<file path="src/rtl/mario_animator.sv">
// Mario pose sequencer: turns motion flags and the per-frame tick into the 4-bit
// sprite pose code, plus a one-cycle pulse when the death animation completes.
module mario_animator #(
    parameter int WALK_DIV  = 4,
    parameter int CLIMB_DIV = 6,
    parameter int DIE_DIV   = 8
) (
    input  logic       clk,
    input  logic       rst,
    input  logic       frame_tick,
    input  logic [1:0] move_dir,
    input  logic       airborne,
    input  logic       climb,
    input  logic       vmove,
    input  logic       hit,
    input  logic       revive,
    output logic [3:0] animate_state,
    output logic       facing,
    output logic       die_done
);

    // m_hold: death animation finished, pose 13 frozen until revive
    typedef enum logic [2:0] {
        M_STAND,
        M_WALK_L,
        M_WALK_R,
        M_AIR,
        M_CLIMB,
        M_DEAD,
        M_HOLD
    } mode_t;

    localparam logic [7:0] WALK_LAST  = 8'(WALK_DIV - 1);
    localparam logic [7:0] CLIMB_LAST = 8'(CLIMB_DIV - 1);
    localparam logic [7:0] DIE_LAST   = 8'(DIE_DIV - 1);

    mode_t      mode, mode_n, target;
    logic [7:0] cnt, cnt_n;
    logic [1:0] phase, phase_n;
    logic       facing_n;
    logic       done_n;
    logic [3:0] pose_n;

    function automatic logic [3:0] pose_of(input mode_t m, input logic [1:0] p, input logic f);
        logic [3:0] r;
        r = 4'd0;
        case (m)
            M_STAND:  r = 4'd0;
            M_WALK_L: r = (p == 2'd0) ? 4'd1 : (p == 2'd1) ? 4'd2 : 4'd3;
            M_WALK_R: r = (p == 2'd0) ? 4'd4 : (p == 2'd1) ? 4'd5 : 4'd3;
            M_AIR:    r = f ? 4'd7 : 4'd6;
            M_CLIMB:  r = p[0] ? 4'd9 : 4'd8;
            M_DEAD:   r = 4'd10 + {2'b00, p};
            M_HOLD:   r = 4'd13;
            default:  r = 4'd0;
        endcase
        return r;
    endfunction

    always_comb begin
        mode_n   = mode;
        cnt_n    = cnt;
        phase_n  = phase;
        facing_n = facing;
        done_n   = 1'b0;
        target   = M_STAND;

        case (mode)
            M_DEAD: begin
                if (frame_tick) begin
                    if (cnt == DIE_LAST) begin
                        cnt_n = 8'd0;
                        if (phase == 2'd3) begin
                            mode_n = M_HOLD;
                            done_n = 1'b1;
                        end else begin
                            phase_n = phase + 2'd1;
                        end
                    end else begin
                        cnt_n = cnt + 8'd1;
                    end
                end
            end

            M_HOLD: begin
                if (revive) begin
                    mode_n  = M_STAND;
                    cnt_n   = 8'd0;
                    phase_n = 2'd0;
                end
            end

            default: begin
                if (move_dir == 2'b01)
                    facing_n = 1'b0;
                else if (move_dir == 2'b10)
                    facing_n = 1'b1;

                if (climb)
                    target = M_CLIMB;
                else if (airborne)
                    target = M_AIR;
                else if (move_dir == 2'b01)
                    target = M_WALK_L;
                else if (move_dir == 2'b10)
                    target = M_WALK_R;
                else
                    target = M_STAND;

                // a tick on a mode-change edge is deliberately not counted
                if (hit) begin
                    mode_n  = M_DEAD;
                    cnt_n   = 8'd0;
                    phase_n = 2'd0;
                end else if (target != mode) begin
                    mode_n  = target;
                    cnt_n   = 8'd0;
                    phase_n = 2'd0;
                end else if ((mode == M_WALK_L || mode == M_WALK_R) && frame_tick) begin
                    if (cnt == WALK_LAST) begin
                        cnt_n   = 8'd0;
                        phase_n = (phase == 2'd2) ? 2'd0 : phase + 2'd1;
                    end else begin
                        cnt_n = cnt + 8'd1;
                    end
                end else if (mode == M_CLIMB && frame_tick && vmove) begin
                    if (cnt == CLIMB_LAST) begin
                        cnt_n   = 8'd0;
                        phase_n = {1'b0, ~phase[0]};
                    end else begin
                        cnt_n = cnt + 8'd1;
                    end
                end
            end
        endcase

        pose_n = pose_of(mode_n, phase_n, facing_n);
    end

    always_ff @(posedge clk or posedge rst) begin
        if (rst) begin
            mode          <= M_STAND;
            cnt           <= 8'd0;
            phase         <= 2'd0;
            facing        <= 1'b1;
            die_done      <= 1'b0;
            animate_state <= 4'd0;
        end else begin
            mode          <= mode_n;
            cnt           <= cnt_n;
            phase         <= phase_n;
            facing        <= facing_n;
            die_done      <= done_n;
            animate_state <= pose_n;
        end
    end

endmodule

</file>
<file path="config.mk">
export PLATFORM = sky130hd
export DESIGN_NAME = mario_animator
export DESIGN_NICKNAME = d
export VERILOG_FILES = /design/src/rtl/mario_animator.sv
export SDC_FILE = /design/constraint.sdc
export NUM_CORES = 1
export LEC_CHECK = 0
export CAP_MARGIN = 15
export CORE_ASPECT_RATIO = 1.25
export CORE_MARGIN = 4
export CORE_UTILIZATION = 49
export DETAILED_ROUTE_END_ITERATION = 8
export PLACE_DENSITY = 0.82
export SYNTH_ARGS = -nofsm -noshare
export SYNTH_HDL_FRONTEND = slang
export SYNTH_SLANG_ARGS = --single-unit
</file>
<file path="constraint.sdc">
create_clock -name clk -period 2.1 [get_ports clk]
set_input_delay 0.21 -clock clk [delete_from_list [all_inputs] [get_ports clk]]
set_output_delay 0.21 -clock clk [all_outputs]
set_load 0.01 [all_outputs]
</file>
==> flow_summary.toml, run 1 <==
[synth]
syn_inst = 153
synth_async_sr_flop_share_pct = 100.0
syn_area_per_cell_sq_um = 8.824
synth_ff_type = "dfrtp_1"
synth-seq-cells = 19
syn-num-nets = 165
synth_area_sq_um = 1350
synth_edf_count = 0
ys_types = 55
ys_seq_area_share_pct = 35.31
synth-warning-count = 0

[route]
ant_nets = 0
top_layer = "met4"
vias = 1313
met1_length_microns = 1318
wl_per_cell_microns = 14.59
drt_iter0_drc = 52
drc = 0
routed_via_density = 5.784
wl_met3_microns = 140
first_pass_iters = 4
routed_wirelength_microns = 3312
wl_met2_microns = 1825

[layout]
final_cell_mix = "buf_4 (28), nor2_1 (15), dfrtp_1 (15)"
final_common_cell = "buf_4"
drive_gt1_share_pct = 30.05
antenna_cells = 0
syn_to_final_growth_pct = 28.92
final_core_util_pct = 65.58
fin_cells = 227
fin_nets = 206

[timing]
tightestPinTransition_ns = 0.7318
finalMaxSlewViolations = 0
fmax_ghz = 0.4958
final.setup_skew_ns = 0.001472
max_slew_margin_pct = 51.16
hold_slack_ns = 0.3119
hold_viol_final = 0
finalCritPeriodShare_pct = 96.05
rsz0062_at_grt = "true"
tns_ns = 0
fin_crit_ns = 2.017
setup_viol = 0

[pwr]
p_leak_nw = 0.7405
p_comb_share_pct = 54.2
p_switching_mw = 0.6551
totalPowerFinal_mw = 1.585
cellPowerDensity_nw_per_um2 = 910.8
seqPwrFrac_pct = 33.5
pwr-share-clk_pct = 12.3
peakVddDrop_mv = 0.6546
switching_share_pct = 41.33
p_int_mw = 0.9300

[clock_network]
path_clk_slew_ns = 0.12
clock_latency_ns = 0.31
cts_num_sinks = 19
cts_buffer_depth = 2
cts_buffers = 3
cts_root_buf = "clkbuf_4"
cts_hold_buf = 0
cts_tree = "yes"
h-tree-depth = 1

[grt]
overflow = 0
grt_pass1_wl_microns = 5223
antenna_found_initial = 0
grt_util_all_layers_pct = 18.94
grt_start_max_net_pins = 20
first_global_vias = 1250

[setup_path]
critPathLaunchType = "flop"
regToRegSetupSlack_ns = 0.08
r2r-start = "mode[0]"
regToRegEndpoint = "animate_state[2]"
cp_max_fo = 6
worstSetupPathType = "flop to flop"
critPathRequiredTime_ns = 2.30
arrival_ns = 2.22
cp-end-kind = "flop"
worst-r2r-cell-count = 9

[floorplan]
die_h_microns = 66.69
ios = 16
start_util_pct = 50.87
coreArea_sq_um = 2654
die_area_sq_um = 3664
die_x_microns = 54.95
rows = 21

[place]
place.gp.congestion = 0.8586
place_inst = 220
numPortBuffers = 15
post-dp-hpwl_microns = 2516

[flow_run]
max_cap_viol_count = 0

[worst_hold_path]
hold_class = "primary input to async pin"

[status]
status = "finished, final reports clean"
==> power groups by stage <==
stage / sequential (mW) / combinational (mW) / clock, mW
floorplan: 0.503 / 0.580 / 0
global placement: 0.528 / 0.777 / 0
detailed placement: 0.532 / 0.809 / 0
CTS: 0.526 / 0.824 / 0.198
global route: 0.543 / 0.936 / 0.212
finish: 0.531 / 0.859 / 0.196
==> metal layers <==
layer | global-route usage, % | vias to the layer above
li1 | - | 641
met1 | 19.38 | 622
met2 | 38.46 | 45
met3 | 2.237 | 5
met4 | 3.647 | 0
met5 | 0 | -
==> how the worst max path moves through the flow <==
stage	startpoint	endpoint	slack, ns	cells after the start
final	mode[0]	animate_state[2]	0.08	9
after floorplan	mode[1]	animate_state[1]	0.22	10
after CTS	mode[1]	animate_state[1]	0.02	9
after global placement	frame_tick	animate_state[1]	-0.14	11
after detailed placement	frame_tick	animate_state[1]	-0.18	11
after global routing	mode[2]	animate_state[1]	-0.03	9
==> cell type report <==
cell class | count | area [sq um]
clock buffer | 3 | 22.52
clock inverter | 1 | 5.005
fill | 215 | 913.4
inverter | 6 | 22.52
multi-input combinational | 121 | 804.5
sequential | 19 | 480.5
tap | 34 | 42.54
timing repair buffer | 43 | 362.8
==> cells by family (layout without fill, tap and decap cells) <==
family / count (synthesis) / in the layout / share of synthesized area, %
mux: 2 / 2 / 1.483
flops: 19 / 19 / 35.31
compound gates: 52 / 52 / 26.69
buf+inv: 13 / 53 / 6.858
simple gates: 63 / 63 / 25.95
xor+xnor: 2 / 2 / 1.854
fa+ha+maj: 2 / 2 / 1.853
==> synth_stat cells, drive strengths merged, types with 2 or more instances <==
cell type	instances	area, sq um
o21ai	19	106.4
nand2b	5	38.78
or2	2	12.52
and2	2	16.27
o211ai	3	22.52
nand3	5	25.02
dfrtp	18	450.4
nor2	16	62.56
a21oi	7	35.03
nand3b	2	15.01
inv	6	22.52
clkbuf	3	31.28
a31oi	7	50.05
nand2	12	45.04
buf	4	38.78
ha	2	25.02
o31ai	4	40.03
and3	3	20.02
nor3	5	30.03
nor2b	5	31.28
mux2i	2	20.02
==> critical path: stages, from the launching register on <==
cell and delay (ns):
dfrtp_2 0.49, xor2_2 0.24, and4b_1 0.25, o21ai_1 0.09, a32oi_1 0.18, nor2_1 0.07
nor2_2 0.17, inv_2 0.08, and2_4 0.16, o32a_1 0.16
==> flip-flops by register name (all words and copies together) (netlist names) <==
| register | count |
|---|---|
| animate_state | 4 |
| cnt | 8 |
| die_done | 1 |
| facing | 1 |
| mode | 3 |
| phase | 2 |
==> timing repair <==
item | 4_1_cts | 5_1_grt
hold endpoints to repair | 0 | 0
gates cloned | 0 | 0
setup buffers | 2 | 1
setup endpoints to repair | 3 | 10
resized for setup | 2 | 7
pin swaps | 1 | 2
==> metrics by stage <==
stage	setup WS, ns	cell area (sq um)
2_1_floorplan	0.2219	1350
3_3_place_gp	-0.1422	1660
3_5_place_dp	-0.1808	1660
4_1_cts	0.01633	1705
5_1_grt	-0.02839	1740
6_report	0.08304	1740
(Power assumes the default switching activity.)
==> inputs of run 2 (changes only) <==
--- a/config.mk
+++ b/config.mk
@@ -6,11 +6,13 @@
 export NUM_CORES = 1
 export LEC_CHECK = 0
 export CAP_MARGIN = 15
+export CELL_PAD_IN_SITES_DETAIL_PLACEMENT = 1
+export CELL_PAD_IN_SITES_GLOBAL_PLACEMENT = 2
 export CORE_ASPECT_RATIO = 1.25
 export CORE_MARGIN = 4
-export CORE_UTILIZATION = 49
+export CORE_UTILIZATION = 34
 export DETAILED_ROUTE_END_ITERATION = 8
-export PLACE_DENSITY = 0.82
+export PLACE_DENSITY = 0.9
 export SYNTH_ARGS = -nofsm -noshare
 export SYNTH_HDL_FRONTEND = slang
 export SYNTH_SLANG_ARGS = --single-unit
==> run 2 against run 1 <==
- die area grew 38%
- hold slack gained 0.068 ns
- sequential power is essentially flat
- flip-flop and latch count is the same
- non-clock buffer count grew 1
- global-route usage shrank 1.6 points
- clock skew grew 0.0022 ns
- highest routed layer unchanged
- critical path depth shrank 2
- critical endpoint is now animate_state[0]
- routed wire length grew 19%
- register-to-register slack lost 0.02 ns
- via count grew 1.1%
==> flow_summary.toml, run 2 (synthesis gave the netlist of run 1 again) <==
[clock_network]
path_clk_slew_ns = 0.08
cts_root_buf = "clkbuf_8"
clock_latency_ns = 0.26
cts_tree = "yes"
cts_num_sinks = 19
cts_buffer_depth = 2
cts_buffers = 3
h-tree-depth = 1

[timing]
fmax_ghz = 0.4920
setup_ws_ns = 0.06734
finalCritPeriodShare_pct = 96.79
hold_viol_final = 0
final.setup_skew_ns = 0.003665
max_slew_margin_pct = 49.98
setup_viol = 0
rsz0062_at_grt = "true"
fin_crit_ns = 2.033
finalMaxSlewViolations = 0
tightestPinTransition_ns = 0.7495

[layout]
reg_top3 = "cnt: 8 flops, animate_state: 4 flops, mode: 3 flops"
final_cell_mix = "buf_4 (28), nor2_1 (15), dfrtp_1 (15), clkdlybuf4s50_1 (15)"
final_common_cell = "buf_4"
fin_nets = 207
largest_reg_flops = 8
fin_area_sq_um = 1824
syn_to_final_growth_pct = 35.13
top_register = "cnt"
antenna_cells = 0
drive_gt1_share_pct = 30.93

[setup_path]
worstSetupPathType = "flop to flop"
critPathBufInv = 0
arrival_ns = 2.18
cp_top_family = "compound AO/OA/AOI/OAI gates"
worst-path-stages = 7
cp_cell_sequence = "or2_1 > o31a_1 > o21ai_4 > nand2_1 > o21ai_4 > mux2i_1 > a31oi_1"
regToRegSetupSlack_ns = 0.07
regToRegEndpoint = "animate_state[0]"
r2r-start = "mode[2]"
slowest_stage = "dfrtp_2"
cp-end-kind = "flop"
cp_max_fo = 8
timing.critical_path.mode_cell = "o21ai_4"
worst-r2r-cell-count = 7
critPathMaxStageDelay_ns = 0.47
critPathRequiredTime_ns = 2.24
critPathLaunchType = "flop"

[route]
ant_nets = 0
drc = 0
routed_via_density = 5.351
drt_iter0_drc = 33
routed_wirelength_microns = 3948
vias = 1327
first_pass_iters = 4
wl_per_cell_microns = 15.92

[floorplan]
die_x_microns = 64.36
die_area_sq_um = 5049
start_util_pct = 35.38
ios = 16
die_h_microns = 78.45
coreArea_sq_um = 3816
rows = 25

[grt]
first_global_vias = 1476
grt_start_max_net_pins = 20
antenna_found_initial = 0
grt_util_all_layers_pct = 17.33
grt_pass1_wl_microns = 6962
overflow = 0

[pwr]
totalPowerFinal_mw = 1.721
p_leak_nw = 0.7512
cellPowerDensity_nw_per_um2 = 943.2
peakVddDrop_mv = 0.4755

[place]
dpl-instance-area_sq_um = 1693
pre_cts_slack_ns = -0.1946
place.gp.congestion = 0.8380
post-dp-hpwl_microns = 3111
numPortBuffers = 15

[worst_hold_path]
hold_class = "primary input to async pin"

[status]
status = "finished, final reports clean"

[flow_run]
max_cap_viol_count = 0
[run 2: cell count changes in the layout (fill, tap and decap cells not counted)]
| cell | delta |
|---|---|
| xor2_4 | +1 |
| o31ai_4 | +1 |
| xor2_2 | -1 |
| clkbuf_8 | +3 |
| buf_6 | +1 |
| o31ai_2 | -1 |
| clkdlybuf4s50_1 | +1 |
| dlymetal6s2s_1 | -1 |
| clkbuf_4 | -3 |
| o21ai_4 | +1 |
| o21ai_0 | -1 |
[run 2: how the worst max path moves through the flow]
stage / start / to / slack, ns
after global placement: climb / cnt[4] / -0.10
final: mode[2] / animate_state[0] / 0.07
after global routing: mode[2] / animate_state[0] / -0.05
after CTS: mode[1] / animate_state[1] / 0.002
after floorplan: mode[1] / animate_state[1] / 0.22
after detailed placement: climb / cnt[4] / -0.19
[run 2: routing by layer]
metal | wire length (microns) | track usage [%]
met1 | 1533 | 18.86
met5 | 0 | 0
met4 | 82 | 6.342
met2 | 2225 | 33.26
met3 | 108 | 2.432
[run 2: area by class of cell]
class	count	area, sq um
well taps	54	67.56
clock buffers	3	41.29
multi-input cells	121	835.8
flip-flops and latches	19	480.5
repair buffers	44	371.6
fillers	466	1992
clock inverters	1	5.005
inverters	6	22.52
[run 2: worst register-to-register path, delay by kind of cell, from the launching register on]
family / cells / cell delay (ns)
simple gates: 2 / 0.39
mux: 1 / 0.23
flops: 1 / 0.47
compound gates: 4 / 0.83
[run 2: report_power, final]
group | switching, mW | internal [mW] | total, mW
logic | 0.487 | 0.434 | 0.921
registers | 0.0839 | 0.448 | 0.532
clock network | 0.135 | 0.132 | 0.268
total | 0.706 | 1.01 | 1.72
[run 2: repair_timing]
action	4_1_cts	5_1_grt
hold buffers	0	0
gates resized for setup	5	9
setup endpoints to repair	9	10
pin swaps	1	6
setup buffers	0	3
[run 2: stage by stage]
stage,hold slack [ns],TNS [ns],std cells,utilization [%]
6_report,0.3802,0,248,47.80
5_1_grt,0.4497,-0.1624,248,47.80
4_1_cts,0.4065,0,245,46.23
3_5_place_dp,0.5156,-1.294,241,44.36
3_3_place_gp,0.4872,-0.4644,241,44.36
2_1_floorplan,0.1604,0,153,-
==> inputs of run 3 (changes only) <==
--- a/config.mk
+++ b/config.mk
@@ -13,6 +13,7 @@
 export CORE_UTILIZATION = 34
 export DETAILED_ROUTE_END_ITERATION = 8
 export PLACE_DENSITY = 0.9
+export SLEW_MARGIN = 25
 export SYNTH_ARGS = -nofsm -noshare
 export SYNTH_HDL_FRONTEND = slang
 export SYNTH_SLANG_ARGS = --single-unit
==> results of run 3 <==
No change in the layout: final DEF, timing and power equal those of run 2.
